==> src/rtl/button_capture_if.sv <==
// rtl/button_capture_if.sv - board/host signal bundle for button_capture
// master: board and host side; slave: capture block side.
interface button_capture_if #(
   parameter int N_BTN = 4
);
   logic [N_BTN-1:0] button_n;
   logic [N_BTN-1:0] clr;
   logic [15:0]      status;
   logic             evt;
   logic [15:0]      cnt_word;

   modport master (output button_n, clr, input status, evt, cnt_word);
   modport slave  (input button_n, clr, output status, evt, cnt_word);
endinterface

==> src/rtl/button_capture.sv <==
// rtl/button_capture.sv - debounced board buttons with sticky press/release flags
// Optional 4-bit press counters per button: define BUTTON_CAPTURE_COUNT_EN.
module button_capture #(
   parameter int N_BTN           = 4,
   parameter int DEBOUNCE_CYCLES = 48000
) (
   input  logic            ti_clk,
   input  logic            rst_n,
   button_capture_if.slave bus
);
   localparam int            CW       = $clog2(DEBOUNCE_CYCLES);
   localparam logic [CW-1:0] CNT_LAST = CW'(DEBOUNCE_CYCLES - 1);

   logic [N_BTN-1:0] sync1;
   logic [N_BTN-1:0] sync2;
   logic [N_BTN-1:0] stab;
   logic [N_BTN-1:0] lvl;
   logic [N_BTN-1:0] press;
   logic [N_BTN-1:0] rel;
   logic [N_BTN-1:0] rise;
   logic [N_BTN-1:0] fall;
   logic [CW-1:0]    db_cnt [N_BTN];
   logic             evt_q;
   logic [15:0]      status_w;

   // Inverting here makes every later stage active-high (1 = pressed).
   always_ff @(posedge ti_clk or negedge rst_n) begin
      if (!rst_n) begin
         sync1 <= '0;
         sync2 <= '0;
      end else begin
         sync1 <= ~bus.button_n;
         sync2 <= sync1;
      end
   end

   always_ff @(posedge ti_clk or negedge rst_n) begin
      if (!rst_n) begin
         stab <= '0;
         for (int i = 0; i < N_BTN; i++) db_cnt[i] <= '0;
      end else begin
         for (int i = 0; i < N_BTN; i++) begin
            if (sync2[i] == stab[i]) begin
               db_cnt[i] <= '0;
            end else if (db_cnt[i] == CNT_LAST) begin
               stab[i]   <= ~stab[i];
               db_cnt[i] <= '0;
            end else begin
               db_cnt[i] <= db_cnt[i] + 1'b1;
            end
         end
      end
   end

   // lvl is stab one cycle late, so it doubles as the edge-detect history.
   assign rise = stab & ~lvl;
   assign fall = ~stab & lvl;

   always_ff @(posedge ti_clk or negedge rst_n) begin
      if (!rst_n) begin
         lvl   <= '0;
         press <= '0;
         rel   <= '0;
         evt_q <= 1'b0;
      end else begin
         lvl   <= stab;
         press <= rise | (press & ~bus.clr);
         rel   <= fall | (rel & ~bus.clr);
         evt_q <= |(rise | fall);
      end
   end

   always_comb begin
      status_w                        = '0;
      status_w[N_BTN-1:0]             = lvl;
      status_w[2*N_BTN-1:N_BTN]       = press;
      status_w[3*N_BTN-1:2*N_BTN]     = rel;
   end

   assign bus.status = status_w;
   assign bus.evt    = evt_q;

`ifdef BUTTON_CAPTURE_COUNT_EN
   localparam int N_CNT = (N_BTN < 4) ? N_BTN : 4;

   logic [3:0]  press_cnt [N_CNT];
   logic [15:0] cnt_w;

   always_ff @(posedge ti_clk or negedge rst_n) begin
      if (!rst_n) begin
         for (int i = 0; i < N_CNT; i++) press_cnt[i] <= '0;
      end else begin
         for (int i = 0; i < N_CNT; i++) begin
            if (rise[i]) press_cnt[i] <= press_cnt[i] + 4'd1;
         end
      end
   end

   always_comb begin
      cnt_w = '0;
      for (int i = 0; i < N_CNT; i++) cnt_w[4*i +: 4] = press_cnt[i];
   end

   assign bus.cnt_word = cnt_w;
`else
   assign bus.cnt_word = 16'h0000;
`endif
endmodule

==> src/flat_wrapper.sv <==
// flat-port wrapper written by rule: the top's interface ports become plain ports
module button_capture_flat 
#(
   parameter int N_BTN           = 4,
   parameter int DEBOUNCE_CYCLES = 48000
)
  (ti_clk, rst_n, bus_button_n, bus_clr, bus_status, bus_evt, bus_cnt_word);
  button_capture_if #(.N_BTN(N_BTN)) bus_i ();
  input  logic ti_clk;
  input  logic rst_n;
  input wire logic [$bits(bus_i.button_n)-1:0] bus_button_n;
  input wire logic [$bits(bus_i.clr)-1:0] bus_clr;
  output wire logic [$bits(bus_i.status)-1:0] bus_status;
  output wire logic [$bits(bus_i.evt)-1:0] bus_evt;
  output wire logic [$bits(bus_i.cnt_word)-1:0] bus_cnt_word;
  assign bus_i.button_n = bus_button_n;
  assign bus_i.clr = bus_clr;
  assign bus_status = bus_i.status;
  assign bus_evt = bus_i.evt;
  assign bus_cnt_word = bus_i.cnt_word;
  button_capture #(.N_BTN(N_BTN), .DEBOUNCE_CYCLES(DEBOUNCE_CYCLES)) u_core (.ti_clk(ti_clk), .rst_n(rst_n), .bus(bus_i));
endmodule
==> config.mk <==
export PLATFORM = sky130hd
export DESIGN_NAME = button_capture_flat
export DESIGN_NICKNAME = d
export VERILOG_FILES = /design/src/rtl/button_capture_if.sv /design/src/rtl/button_capture.sv /design/src/flat_wrapper.sv
export SDC_FILE = /design/constraint.sdc
export NUM_CORES = 1
export LEC_CHECK = 0
export BUFFER_PORTS_ARGS = -buffer_cell sky130_fd_sc_hd__buf_2
export CORE_MARGIN = 2
export CORE_UTILIZATION = 40
export CTS_CLUSTER_DIAMETER = 80
export DETAILED_ROUTE_END_ITERATION = 16
export GPL_TIMING_DRIVEN = 0
export SYNTH_ARGS = -nofsm -noshare
export SYNTH_HDL_FRONTEND = slang
export SYNTH_SLANG_ARGS = --single-unit
export TNS_END_PERCENT = 30
==> constraint.sdc <==
create_clock -name ti_clk -period 2.23 [get_ports ti_clk]
set_input_delay 0.1115 -clock ti_clk [delete_from_list [all_inputs] [get_ports ti_clk]]
set_output_delay 0.1115 -clock ti_clk [all_outputs]
set_load 0.005 [all_outputs]
== Yosys cells after proc, flatten, opt, wreduce, memory -nomap -nowiden ==
Cells that the tools add are included.

* Register bits: 89
* Bits of input ports: 10
* Logic and storage cells: 58

* Add/subtract/negate cells: 4
* Equality and inequality tests: 8
* Mux-type cells: 8
* Bitwise operators: 19
* Reductions and logical operators: 5

{| class="wikitable"
|+ Operators by type and width
! cell !! number
|-
| $mux 16 || 8
|-
| $add 16x1->16 const B || 4
|-
| $eq 16x16->1 const B || 4
|-
| $and 4x4->4 || 4
|-
| $not 4->4 || 4
|-
| $or 4x4->4 || 3
|-
| $not 1->1 || 8
|-
| $reduce_and 2->1 || 4
|-
| $eq 1x1->1 || 4
|-
| $reduce_or 4->1 || 1
|}

== Longest topological paths before layout ==
* Word-level depth: 4
* Gate-level depth with buffers: 6
* Gate-level depth less buffers: 5

== Least setup slack after synthesis ==
OpenSTA, ideal clock, no wires.

* Path kind: reg2reg
* Start point: register u_core.db_cnt[48] (netlist bit)
* End point: register u_core.db_cnt[53] (netlist bit)
* Library setup time: 0.121 ns
* Arrival: 1.440 ns
* Required time: 2.109 ns
* Setup slack: 0.669 ns
* Stages on the path, launching flop included: 7
* Buffers on the path: 1
* Period minus slack after synthesis: 1.561 ns
* Path through: dfrtp_1 -> ha_1 -> and4_1 -> nand4_1 -> o21ai_2 -> buf_2 -> nor2_1

* Cells in the longest elaborated chain, start to end: 3
* Elaborated cells between the ends (all ways): 4
* Those cells by class: 1 x add/sub; 1 x eq/ne; 2 x mux

{| class="wikitable"
|+ Ends and longest elaborated chain
! item !! RTL line !! source
|-
| from (decl) || button_capture.sv:22 || <nowiki>logic [CW-1:0] db_cnt [N_BTN];</nowiki>
|-
| from (signal, indexed assignment) || button_capture.sv:49 || <nowiki>db_cnt[i] <= db_cnt[i] + 1'b1;</nowiki>
|-
| $add 16x1->16 / $eq 16x16->1 (equally long branches) || button_capture.sv:49, button_capture.sv:45 ||
|-
| $mux 16 * || button_capture.sv:45 || <nowiki>end else if (db_cnt[i] == CNT_LAST) begin</nowiki>
|-
| $mux 16 * || button_capture.sv:43 || <nowiki>if (sync2[i] == stab[i]) begin</nowiki>
|}

Every way passes the cells marked *; elsewhere a longest branch is shown, timed or not.
A chain may end at the register's enable or synchronous reset.

== Worst setup path after layout ==
* Start point: register u_core.db_cnt[32] (netlist bit)
* End point: register u_core.db_cnt[40] (netlist bit)

Same word-level chain as after synthesis.

==> results.tsv <==
stage	metric	value	unit
timing	Setup Skew	8.584	ps
drt	Vias/cell	4.698	
synthesis	Synth top cells by count	89 x dfrtp_1, 71 x nor2_1, 43 x xnor2_1	
synthesis	ys async rst share	1.000	
setup_path	Crit path buffers/inverters	1	
synthesis	post-synth top area share	0.5312	
global_route	GR Util met1	0.1738	
floorplan	die extent in y	106.4	microns
power_and_ir_drop	PwrDens	577.2	nW/um^2
synthesis	post-synth top area cell	dfrtp_1	
drt	vias	2833	
synthesis	Synth area leaders	dfrtp_1 53%, xnor2_1 9.0%, nor2_1 6.4%, buf_4 3.6%, ha_1 3.6%	
setup_path	Worst setup EP type	flop	
drt	Initial DRT Pass Iterations	4	
setup_path	startpoint types	flop	
timing	Setup TNS Final	0	ps
timing	Final setup viols	0	
setup_path	slowest cell on the critical path	dfrtp_1	
global_route	gr busiest metal	met2	
timing	RSZ-0062 raised after global routing	false	
floorplan	Placeable Area	10230	sq um
global_route	largest net degree at the start of global routing	62	
global_route	grt met3 use	0.04905	
clock_network	Sink Count	89	
cells_and_area	# diodes	0	
setup_path	Max FO, Critical Path	10	
global_route	Overall Global Routing Usage	0.1411	
synthesis	register bit total from synthesis	89	
synthesis	most frequent cell after synthesis	dfrtp_1	
setup_path	Largest delay share family, worst path	simple AND/OR/NAND/NOR gates	
clock_network	clk buf depth	2	
synthesis	Post-synth EDFFs	0	
setup_path	CP Cell Sequence	ha_1 > nand3_1 > nor2_1 > a31o_2 > buf_2 > nor2_1	
cells_and_area	area grow syn2layout	14.17	%
synthesis	mapped cell area	4193	sq um
clock_network	clock root cell	clkbuf_8	
global_route	first-pass GRT wire length	12.65	mm
synthesis	Avg Cell Area, Syn	10.35	sq um
synthesis	Synth Warn #	0	
drt	routed wire length	7.142	mm
min_path	Hold/Removal Path Class	in -> reg	
floorplan	# IOs	43	
cells_and_area	Nets	485	
setup_path	peak per-stage delay on the critical path	420	ps
place	# port buffers	22	
place	DP Worst Slack	378.9	ps
clock_network	CTS tree	done	
timing	minimum clock period	1852	ps
run_status	outcome	finished clean	
cells_and_area	layout cells sized above 1	0.1627	
power_and_ir_drop	Static Leak	2.217	nW
drt	wire per inst	11.84	microns
floorplan	DIE AREA	11320	sq um
setup_path	WP data required	2470	ps
clock_network	CTS resizes	0	
synthesis	Gate Count Post-Synth	405	
timing	Final period util	0.8304	
clock_network	Worst-path clk slew	80	ps
floorplan	FP Rows	37	
timing	Slew Limit Fails	0	
place	GPL Wtd Cong	0.7651	
synthesis	library cells used by synthesis	33	
timing	PnR worst setup slack	378.1	ps
drt	Routed Antenna Nets	0	
run	Max Cap Viol	0	
global_route	vias in the first global route	2810	
drt	remaining routing DRC violations	0	
global_route	gr ovfl total	0	
floorplan	Starting Density	0.4098	
clock_network	H-tree depth	3	
drt	DR iter-0 viols	105	
clock_network	cts bufs inserted	9	
floorplan	die width	106.4	microns
power_and_ir_drop	VDD IR max	328.2	uV
timing	Highest Clock Rate	540.0	MHz
timing	Final Hold Vio Count	0	
setup_path	Crit Path Class	reg -> reg	
clock_network	worst-skew pair later-pin latency	360	ps
synthesis	Synth Flop Type	dfrtp_1	
setup_path	CP most frequent cell	nor2_1	
place	DP Wirelength	5.124	mm
synthesis	Seq/Total Area, Yosys	0.5312	
global_route	met2 usage	0.2280	
global_route	initial antenna violation count	0	
setup_path	Worst EP arrival	2090	ps
==> worst paths after layout <==
kind / from / end / slack, ps / cells after the start
max: u_core.db_cnt[32]$_DFF_PN0_ / u_core.db_cnt[40]$_DFF_PN0_ / 380 / 6
min: bus_clr[0] / u_core.rel[0]$_DFF_PN0_ / 40 / 3
max reg2reg: u_core.db_cnt[32]$_DFF_PN0_ / u_core.db_cnt[40]$_DFF_PN0_ / 380 / 6
min reg2reg: u_core.sync1[3]$_DFF_PN0_ / u_core.sync2[3]$_DFF_PN0_ / 360 / 0
max in group asynchronous: rst_n / u_core.db_cnt[58]$_DFF_PN0_ / 1390 / 3
min in group asynchronous: rst_n / u_core.db_cnt[32]$_DFF_PN0_ / 220 / 2
==> where the power goes <==
part	total, W	switching (W)	internal [W]
combinational	0.000149	0.0000853	0.0000637
sequential	0.00166	0.0000234	0.00164
clock	0.000953	0.000527	0.000426
==> registers in the layout, indices dropped and copies added (netlist names) <==
register and count:
u_core.lvl 4, u_core.sync1 4, u_core.press 4, u_core.stab 4, u_core.bus.evt 1, u_core.sync2 4, u_core.db_cnt 64, u_core.rel 4
==> worst register-to-register path, delay by kind of cell (launching register included) <==
| kind | cells | cell delay (ps) |
|---|---|---|
| simple gates | 3 | 600 |
| flops | 1 | 420 |
| compound gates | 1 | 260 |
| buf+inv | 1 | 240 |
| fa+ha+maj | 1 | 220 |
==> metal layers <==
layer  share of wire  vias to the layer above  routed length, microns
met4           0.019                        0                     139
met1            0.47                     1347                    3357
met3           0.040                       10                     289
met5               0                        -                       0
li1                -                     1436                       -
met2            0.47                       40                    3356
==> area by class of cell <==
cell class	instances	area, sq um
inverters	30	112.6
plain buffers	24	170.2
repair buffers	28	190.2
well taps	136	170.2
multi-input cells	281	1754
flip-flops and latches	89	2227
fillers	977	5444
clock buffers	12	145.1
clock inverters	3	17.52
==> cells by family (layout without fill, tap and decap cells) <==
kind of cell,after synthesis,count (layout),share of synthesized area
xor gates and xnor gates,56,56,0.1170
DFF,89,89,0.5312
AOI/OAI and AO/OA,20,20,0.03551
adders and majority gates,12,12,0.03581
buffers and inverters,54,97,0.06744
muxes,4,4,0.01074
other,1,20,0.0008944
and+or+nand+nor,169,169,0.2014
==> what timing repair did <==
action	CTS	global route
setup endpoints to repair	0	0
hold endpoints to repair	32	0
hold buffers	5	0
setup buffers	0	0
==> placed cells by master, fill, tap and decap left out, types with 14 or more instances in the layout <==
cell type | netlist | final
inv_1 | 30 | 30
conb_1 | 1 | 20
buf_2 | 4 | 25
nand4_1 | 15 | 15
xnor2_1 | 43 | 43
dfrtp_1 | 89 | 89
buf_4 | 20 | 21
nor4_1 | 14 | 14
nand2_1 | 17 | 17
nor2_1 | 71 | 71
nand3_1 | 23 | 23
==> stage by stage <==
step                      utilization  hold slack (ps)  cells  total power (W)  cell area, sq um
after floorplan                     -           -184.1    424         0.001773              4264
after CTS                      0.4679            21.32    603         0.002821              4787
after global placement         0.4442            260.0    582         0.001828              4544
after detailed placement       0.4471            67.80    583         0.001839              4574
after global routing           0.4679            33.50    603         0.002919              4787
final                          0.4679            42.25    603         0.002763              4787
Power figures use the tool's default switching activity.
